### src/rtl/fp32_pkg.sv
// FP32 types and constants shared by the MAC accumulator: truncating single precision,
// denormals flushed to zero, exp==255 treated as max finite.
package fp32_pkg;

  typedef struct packed {
    logic        sign;
    logic [7:0]  exp;
    logic [22:0] mant;
  } fp32_t;

  localparam int          FP32_BIAS    = 127;
  localparam logic [31:0] FP32_MAX_POS = 32'h7F7FFFFF;
  localparam logic [31:0] FP32_ZERO    = 32'h00000000;

  typedef enum logic [2:0] {
    ST_IDLE  = 3'd0,
    ST_ALIGN = 3'd1,
    ST_ADD   = 3'd2,
    ST_NORM  = 3'd3,
    ST_OUT   = 3'd4
  } state_t;

  // Magnitude key {exp, 24-bit mantissa}; ordering two keys orders the operands
  function automatic logic [31:0] fp32_operand(input fp32_t x);
    if (x.exp == 8'd0) return 32'd0;
    if (x.exp == 8'hFF) return {8'hFE, 24'hFFFFFF};
    return {x.exp, 1'b1, x.mant};
  endfunction

endpackage

### src/rtl/lzc24.sv
// Combinational leading-zero counter over 24 bits; returns 24 for an all-zero input.
module lzc24 (
  input  logic [23:0] value,
  output logic [4:0]  count
);

  // Scanning upward lets the highest set bit write last and win
  always_comb begin
    count = 5'd24;
    for (int i = 0; i < 24; i++) begin
      if (value[i]) count = 5'(23 - i);
    end
  end

endmodule

### src/rtl/fp32_mac_accumulator.sv
// Per-neuron FP32 accumulator: one term per 4 cycles (align/add/normalize), sum valid 3 edges after the last accept;
// in_ready_o is low in every state but IDLE, and sum_o/sum_valid_o hold until sum_ready_i.
module fp32_mac_accumulator
  import fp32_pkg::*;
#(
  parameter int COUNT_W = 16
) (
  input  logic               clk_i,
  input  logic               reset_ni,
  input  logic               in_valid_i,
  output logic               in_ready_o,
  input  logic [31:0]        in_data_i,
  input  logic               in_last_i,
  output logic               sum_valid_o,
  input  logic               sum_ready_i,
  output logic [31:0]        sum_o,
  output logic [COUNT_W-1:0] count_o,
  output logic               busy_o
);

  state_t               state_q;
  fp32_t                acc_q;
  fp32_t                term_q;
  logic                 last_q;
  logic [23:0]          a_mant_q;
  logic [23:0]          b_mant_q;
  logic [7:0]           exp_q;
  logic                 sign_q;
  logic                 sub_q;
  logic [24:0]          sum_q;
  logic [COUNT_W-1:0]   count_q;

  logic [31:0] key_acc, key_trm, key_big, key_small;
  logic        big_sign, small_sign;
  logic [7:0]  shamt;
  logic [23:0] b_aligned;

  always_comb begin
    key_acc = fp32_operand(acc_q);
    key_trm = fp32_operand(term_q);
    if (key_acc >= key_trm) begin
      key_big    = key_acc;
      big_sign   = acc_q.sign;
      key_small  = key_trm;
      small_sign = term_q.sign;
    end else begin
      key_big    = key_trm;
      big_sign   = term_q.sign;
      key_small  = key_acc;
      small_sign = acc_q.sign;
    end
    shamt     = key_big[31:24] - key_small[31:24];
    b_aligned = (shamt >= 8'd25) ? 24'd0 : (key_small[23:0] >> shamt);
  end

  logic [4:0]        lz;
  logic signed [9:0] exp_n;
  logic [22:0]       mant_n;
  fp32_t             norm_res;

  lzc24 u_lzc (
    .value (sum_q[23:0]),
    .count (lz)
  );

  // Exponent is widened and signed so both overflow and underflow are visible
  always_comb begin
    if (sum_q[24]) begin
      mant_n = sum_q[23:1];
      exp_n  = $signed({2'b00, exp_q}) + 10'sd1;
    end else begin
      mant_n = 23'(sum_q[23:0] << lz);
      exp_n  = $signed({2'b00, exp_q}) - $signed({5'b00000, lz});
    end
    if (sum_q == '0)
      norm_res = FP32_ZERO;
    else if (exp_n >= 10'sd255)
      norm_res = {sign_q, FP32_MAX_POS[30:0]};
    else if (exp_n <= 10'sd0)
      norm_res = FP32_ZERO;
    else
      norm_res = {sign_q, exp_n[7:0], mant_n};
  end

  always_ff @(posedge clk_i) begin
    if (!reset_ni) begin
      state_q  <= ST_IDLE;
      acc_q    <= FP32_ZERO;
      term_q   <= FP32_ZERO;
      last_q   <= 1'b0;
      a_mant_q <= '0;
      b_mant_q <= '0;
      exp_q    <= '0;
      sign_q   <= 1'b0;
      sub_q    <= 1'b0;
      sum_q    <= '0;
      count_q  <= '0;
    end else begin
      case (state_q)
        ST_IDLE: begin
          if (in_valid_i) begin
            term_q  <= in_data_i;
            last_q  <= in_last_i;
            if (count_q != '1) count_q <= count_q + 1'b1;
            state_q <= ST_ALIGN;
          end
        end
        ST_ALIGN: begin
          a_mant_q <= key_big[23:0];
          b_mant_q <= b_aligned;
          exp_q    <= key_big[31:24];
          sign_q   <= big_sign;
          sub_q    <= big_sign ^ small_sign;
          state_q  <= ST_ADD;
        end
        ST_ADD: begin
          sum_q   <= sub_q ? ({1'b0, a_mant_q} - {1'b0, b_mant_q})
                           : ({1'b0, a_mant_q} + {1'b0, b_mant_q});
          state_q <= ST_NORM;
        end
        ST_NORM: begin
          acc_q   <= norm_res;
          state_q <= last_q ? ST_OUT : ST_IDLE;
        end
        ST_OUT: begin
          if (sum_ready_i) begin
            acc_q   <= FP32_ZERO;
            count_q <= '0;
            state_q <= ST_IDLE;
          end
        end
        default: state_q <= ST_IDLE;
      endcase
    end
  end

  assign in_ready_o  = (state_q == ST_IDLE);
  assign busy_o      = (state_q != ST_IDLE);
  assign sum_valid_o = (state_q == ST_OUT);
  assign sum_o       = acc_q;
  assign count_o     = count_q;

endmodule

### config.mk
export PLATFORM = sky130hd
export DESIGN_NAME = fp32_mac_accumulator
export DESIGN_NICKNAME = d
export VERILOG_FILES = /design/src/rtl/fp32_pkg.sv /design/src/rtl/lzc24.sv /design/src/rtl/fp32_mac_accumulator.sv
export SDC_FILE = /design/constraint.sdc
export NUM_CORES = 1
export LEC_CHECK = 0
export ABC_AREA = 1
export BUFFER_PORTS_ARGS = -buffer_cell sky130_fd_sc_hd__buf_2
export CAP_MARGIN = 20
export CORE_MARGIN = 2
export CORE_UTILIZATION = 56
export CTS_CLUSTER_DIAMETER = 100
export DETAILED_ROUTE_END_ITERATION = 6
export PLACE_DENSITY = 0.83
export SLEW_MARGIN = 20
export SYNTH_ARGS = -nofsm -noshare
export SYNTH_HDL_FRONTEND = slang
export SYNTH_SLANG_ARGS = --single-unit
### constraint.sdc
create_clock -name clk_i -period 4.7 [get_ports clk_i]
set_input_delay 1.175 -clock clk_i [delete_from_list [all_inputs] [get_ports clk_i]]
set_output_delay 1.175 -clock clk_i [all_outputs]
set_load 0.02 [all_outputs]
======== Word-level counts from Yosys, hierarchy flattened ========
Index checks and enable logic that the tools add are counted.
cells by class
  add/sub/neg operators ................... 6
  $lt $le $gt $ge ......................... 4
  equal/unequal tests ..................... 10
  shift operators ......................... 2
  mux-type cells .......................... 59
  bitwise gates (word level) .............. 1
  reduce and logical (&&, ||, !) cells .... 11
operator list
  operator               count
  $mux 32                14
  $mux 5                 16
  $pmux 32 s2            1
  $mux 16                3
  $ge 32x32->1           1
  $mux 4                 8
  $pmux 16 s2            1
  $add 24x24->25         1
  $logic_not 25->1       1
  $mux 25                1
  $sub 24x24->25         1
  $mux 24                1
  $shl 24x5->23          1
  $shr 24x8->24          1
  $mux 23                1
  $add 16x1->16 const B  1
  $eq 8x8->1 const B     2
  $logic_not 8->1        2
  $ne 16x16->1 const B   1
  $pmux 3 s5             1
  $ge 10x9->1 const B    1
  $le 10x1->1 const B    1
  $mux 10                1
  $add 8x1->9 const B    1
  16 further kinds       30
storage, ports and cells
  bits in registers ....................... 167
  input bits .............................. 37
  output and inout bits ................... 51
  logic and storage cells ................. 108

======== Logic depth before layout (Yosys ltp) ========
  depth in word-level cells ............... 31
  depth in mapped cells ................... 45
  gate-level depth less buffers ........... 43

======== Hierarchy ========
Synthesis repeated with hierarchy kept, for this count alone.
second synthesis, totals
  cells, all modules ...................... 2,121
  area, all modules ....................... 13,075.0 um2
by module, submodules not included
  module                instances  cells an instance  area each (um2)  seq. area each (um2)
  fp32_mac_accumulator  1          2,047              12,761.0         3,343.2
  lzc24                 1          74                 314.1            0.0

======== Worst setup path before layout ========
Ideal clock, no wire load.
  path type ............................... register to register
  from .................................... register sum_q[22]
  to ...................................... register acc_q (netlist bit sum_o[24])
  setup time .............................. 0.070 ns
  arrival ................................. 4.518 ns
  data required time ...................... 4.630 ns
  setup slack ............................. 0.111 ns
  cell stages (with the launch flop) ...... 26
  buffers on the path ..................... 2
  clock period less this slack ............ 4.589 ns
  cells stage by stage .................... dfxtp_1 nor2_1 inv_1 nor3_1 inv_1 a21oi_1 clkinv_1 clkbuf_1 ha_1 a21oi_1 inv_1 nor2_1 nor2_1 o21ai_0 inv_1 nor2_1 inv_1 o41ai_1 xor2_1 nor4_1 a21boi_0 inv_1 clkbuf_1 nor2_1 o21ai_0 a21oi_1
on the way
  longest elaborated chain between the ends .. 9
  elaborated cells between the ends (all ways) .. 11
  classes of those cells .................. 1 x add/sub; 2 x order compare; 7 x mux; 1 x reduce/logical
ends and longest elaborated chain
  element                 line                         RTL
  from (decl)             fp32_mac_accumulator.sv:30   logic [24:0] sum_q;
  from (signal assigned)  fp32_mac_accumulator.sv:117  sum_q <= sub_q ? ({1'b0, a_mant_q} - {1'b0, b_mant_q})
  $mux 5 (2 in a row)     lzc24.sv:11                  if (value[i]) count = 5'(23 - i);
  $sub 8x5->9             fp32_mac_accumulator.sv:73   exp_n = $signed({2'b00, exp_q}) - $signed({5'b00000, lz});
  $mux 10                 fp32_mac_accumulator.sv:68   if (sum_q[24]) begin
  $le 10x1->1             fp32_mac_accumulator.sv:79   else if (exp_n <= 10'sd0)
  $mux 32                 fp32_mac_accumulator.sv:79
  $mux 32                 fp32_mac_accumulator.sv:77   else if (exp_n >= 10'sd255)
  $mux 32 (*)             fp32_mac_accumulator.sv:75   if (sum_q == '0)
  $pmux 32 s2 (*)         fp32_mac_accumulator.sv:99   case (state_q)
  to (signal assigned)    fp32_mac_accumulator.sv:122  acc_q <= norm_res;
  to (decl)               fp32_mac_accumulator.sv:22   fp32_t acc_q;
Mark *: on every way between the ends. The rest lies on a longest branch, timed or not.
A chain may end at the register's enable or synchronous reset.

======== Worst setup path after layout ========
  from .................................... register acc_q (netlist bit sum_o[28])
  to ...................................... register b_mant_q[7]
on the way
  longest elaborated chain between the ends .. 10
  elaborated cells between the ends (all ways) .. 15
  classes of those cells .................. 1 x add/sub; 2 x order compare; 1 x eq/ne; 1 x shift; 9 x mux; 1 x reduce/logical
ends and longest elaborated chain
  element                                      line                         RTL
  $eq 8x8->1                                   fp32_pkg.sv:26               if (x.exp == 8'hFF) return {8'hFE, 24'hFFFFFF};
  $mux 1 (2 in a row)                          fp32_pkg.sv:26
  $mux 32                                      fp32_pkg.sv:27               return {x.exp, 1'b1, x.mant};
  $mux 32 (*)                                  fp32_pkg.sv:26
  $ge 32x32->1                                 fp32_mac_accumulator.sv:41   if (key_acc >= key_trm) begin
  $mux 32                                      fp32_mac_accumulator.sv:41
  $sub 8x8->8                                  fp32_mac_accumulator.sv:52   shamt = key_big[31:24] - key_small[31:24];
  $shr 24x8->24 or $ge 8x5->1 (tied branches)  fp32_mac_accumulator.sv:53   b_aligned = (shamt >= 8'd25) ? 24'd0 : (key_small[23:0] >> shamt);
  $mux 24 (*)                                  fp32_mac_accumulator.sv:53
  to (signal assigned)                         fp32_mac_accumulator.sv:110  b_mant_q <= b_aligned;
  to (decl)                                    fp32_mac_accumulator.sv:26   logic [23:0] b_mant_q;
Mark *: on every way between the ends. The rest lies on a longest branch, timed or not. The select of a mux whose other input is x is not followed.

==> out/summary.txt <==
most frequent cells in the layout = nand2_1 (444), nand3_1 (258), inv_1 (223), a21oi_1 (215), dfxtp_1 (158)
WP data required = 5.07 ns
violated checks = DRC, setup timing
final worst clock skew = 0.0139 ns
EDFF count, synth = 0
dpl cells = 2495
ANT cells = 0
Final min period = 4.78 ns
critical path peak fanout = 12
full die area = 0.0246 mm^2
CTS Hold Bufs = 0
synthesized area per cell = 6.16 um^2
Max Fclk = 209 MHz
fraction of registers with async set/reset = 0%
final slew viol count = 0
kind of end point of the critical path = register
peak supply drop = 386 uV
Synth cell types = 52
gr usage total = 36.6%
antenna violations before repair = 0
final core utilization = 69.6%
Yosys Warn Count = 0
vias in the first global route = 13600
Via Count = 15600
max-cap violation count = 0
Die X = 157 um
first-pass GRT wire length = 71300 um
cts bufs inserted = 17
Most used DFF post-synth = dfxtp_1
Skew-Pair Late Insertion Delay = 0.44 ns
Buf+Inv Stages, Crit Path = 5
setup TNS = -0.211 ns
HP Class = register to register
mux share of post-synthesis cell area = 0%
share of post-route cells with drive strength above 1 = 17.6%
port bufs = 87
Least-Margin Pin Slew = 1.06 ns
Pint = 4.47 mW
Top delay family on crit path = simple AND/OR/NAND/NOR gates
CP max stage delay = 0.50 ns
DRC Markers = 1
Power Dens Cells = 558 mW/mm^2
Syn Inst Count = 2120
antenna viol nets, final = 0
clock buffer depth = 2
wire per inst = 18.6 um
post-synthesis compound-gate area fraction = 19.1%
Post-Synth Simple-Gate Area = 34.1%
Logic pwr share = 63.9%
row count = 55
status = finished with violations
Synth Area in Adders = 6.63%
dominant cell type by area after synthesis = dfxtp_1
Critical Path AT = 5.15 ns
combinational family with the most area after synthesis = simple AND/OR/NAND/NOR gates
post-DP HPWL = 34100 um
crit share post-route = 102%
Finish-stage setup viols = 10
Critical-path top delay cell = o21ai_0
Final nets = 2333
largest net degree at the start of global routing = 72
Post-Syn Area = 0.0131 mm^2
RSZ-0062 raised after global routing = true
most common cell after layout, fill and taps aside = nand2_1
DR iter-0 viols = 2225
Sw Share = 49.5%
gr ovfl total = 0
area grow syn2layout = 21.3%
syn nets = 2225
register area share after synthesis = 25.6%
Clock Power Share = 17.4%
final count of hold timing violations = 0
CTS root buf = clkbuf_16
CP Launch Type = register
drt via density = 6.11
CTS tree = built
max_slew headroom = 29.2%
GP Congestion = 0.997
area fraction of the dominant cell type after synthesis = 25.6%
Die Span Y = 157 um
Seq pwr share = 18.7%
Leak = 7.43 nW
FF+latch count, synth = 167
synth top area cells = dfxtp_1 (26%), nand2_1 (13%), nand3_1 (11%)
I/O Pins = 88
clock sinks = 167
Post-Route WL = 47600 um
net switching power = 4.37 mW
placed standard-cell area = 0.0142 mm^2
Core ar. = 0.0228 mm^2
XOR/XNOR Fraction of Synth Area = 3.74%
clock-pin slew on the worst setup and hold paths = 0.07 ns
Setup WS post-layout = -0.0755 ns
Crit Path Category = register to register
Starting Density = 57.4%
Max H-tree Level = 4
final cell count without fillers = 2554
drt first pass iters = 7
final instance area = 0.0158 mm^2
==> power groups by stage <==
stage | clock (mW) | combinational (mW) | sequential [mW]
5_1_grt | 1.60 | 6.15 | 1.66
6_report | 1.54 | 5.65 | 1.65
2_1_floorplan | 0 | 3.61 | 1.64
3_5_place_dp | 0 | 5.07 | 1.67
3_3_place_gp | 0 | 5.00 | 1.67
4_1_cts | 1.53 | 5.10 | 1.64
==> path summary, 6_finish.rpt <==
| path | depth (start not counted) | to | from | slack, ns |
|---|---|---|---|---|
| setup / recovery | 31 | b_mant_q[7]$_SDFFE_PN0P_ | sum_o[28]$_SDFFE_PN0P_ | -0.08 |
| hold / removal | 2 | term_q[19]$_SDFFE_PN0P_ | term_q[19]$_SDFFE_PN0P_ | 0.46 |
| setup reg to reg | 31 | b_mant_q[7]$_SDFFE_PN0P_ | sum_o[28]$_SDFFE_PN0P_ | -0.08 |
| hold reg to reg | 2 | term_q[19]$_SDFFE_PN0P_ | term_q[19]$_SDFFE_PN0P_ | 0.46 |
==> metrics by stage <==
| stage | total power, mW | hold slack (ns) | worst slack, ns |
|---|---|---|---|
| 2_1_floorplan | 5.24 | 0.439 | 0.111 |
| 3_5_place_dp | 6.74 | 0.456 | 0.107 |
| 3_3_place_gp | 6.67 | 0.449 | 0.184 |
| 4_1_cts | 8.27 | 0.468 | 0.0216 |
| 5_1_grt | 9.41 | 0.487 | -0.242 |
| 6_report | 8.84 | 0.464 | -0.0755 |
==> worst min-delay path: stages (launching register included) <==
cell and delay [ns]:
dfxtp_1 0.31, nand2_1 0.06, a21oi_1 0.05
==> layer usage <==
metal	up-vias	global-route usage, %	part of all wire (%)
met3	182	4.85	10
met1	7143	49.4	40
li1	7371	-	-
met5	-	0	0
met2	911	57.4	44
met4	0	18.3	5.7
==> logic make-up after synthesis <==
group,count (synthesis)
and+or+nand+nor,1007
buffers and inverters,367
DFF,167
xor gates and xnor gates,55
adders and majority gates,68
AOI/OAI and AO/OA,456
==> synthesized netlist by cell type, types with 3 or more instances <==
cell / n
clkbuf_1: 100
o211ai_1: 40
xor2_1: 33
clkinv_1: 8
dfxtp_1: 167
buf_6: 3
nand4_1: 60
nand3_1: 284
nand2_1: 461
o21ai_1: 4
buf_1: 13
nor4_1: 14
nor2_1: 141
a21oi_2: 3
nand2_2: 4
o21ai_0: 135
or2_2: 4
buf_2: 5
inv_1: 233
a31oi_1: 3
o31ai_1: 5
a21oi_1: 225
o22ai_1: 23
a211oi_1: 6
xnor2_1: 21
inv_2: 3
ha_1: 66
nor3_1: 27
==> sequential cells by signal, summed over array words and instances (netlist names) <==
register	flops
sum_o	32
term_q	32
sum_q	25
a_mant_q	24
b_mant_q	24
count_o	16
exp_q	8
state_q	3
last_q	1
sign_q	1
sub_q	1
==> final cells by class <==
class / instances / area, um^2
Sequential cell: 167 / 3350
Multi-Input combinational cell: 1587 / 8920
Tap cell: 313 / 392
Inverter: 244 / 923
Timing Repair Buffer: 211 / 1620
Clock inverter: 13 / 184
Fill cell: 1902 / 6930
Clock buffer: 19 / 453
==> repair_timing <==
item | CTS | global route
endpoints found under the setup margin | 0 | 56
setup buffers | 0 | 19
gates resized for setup | 0 | 178
(Power assumes the default switching activity.)
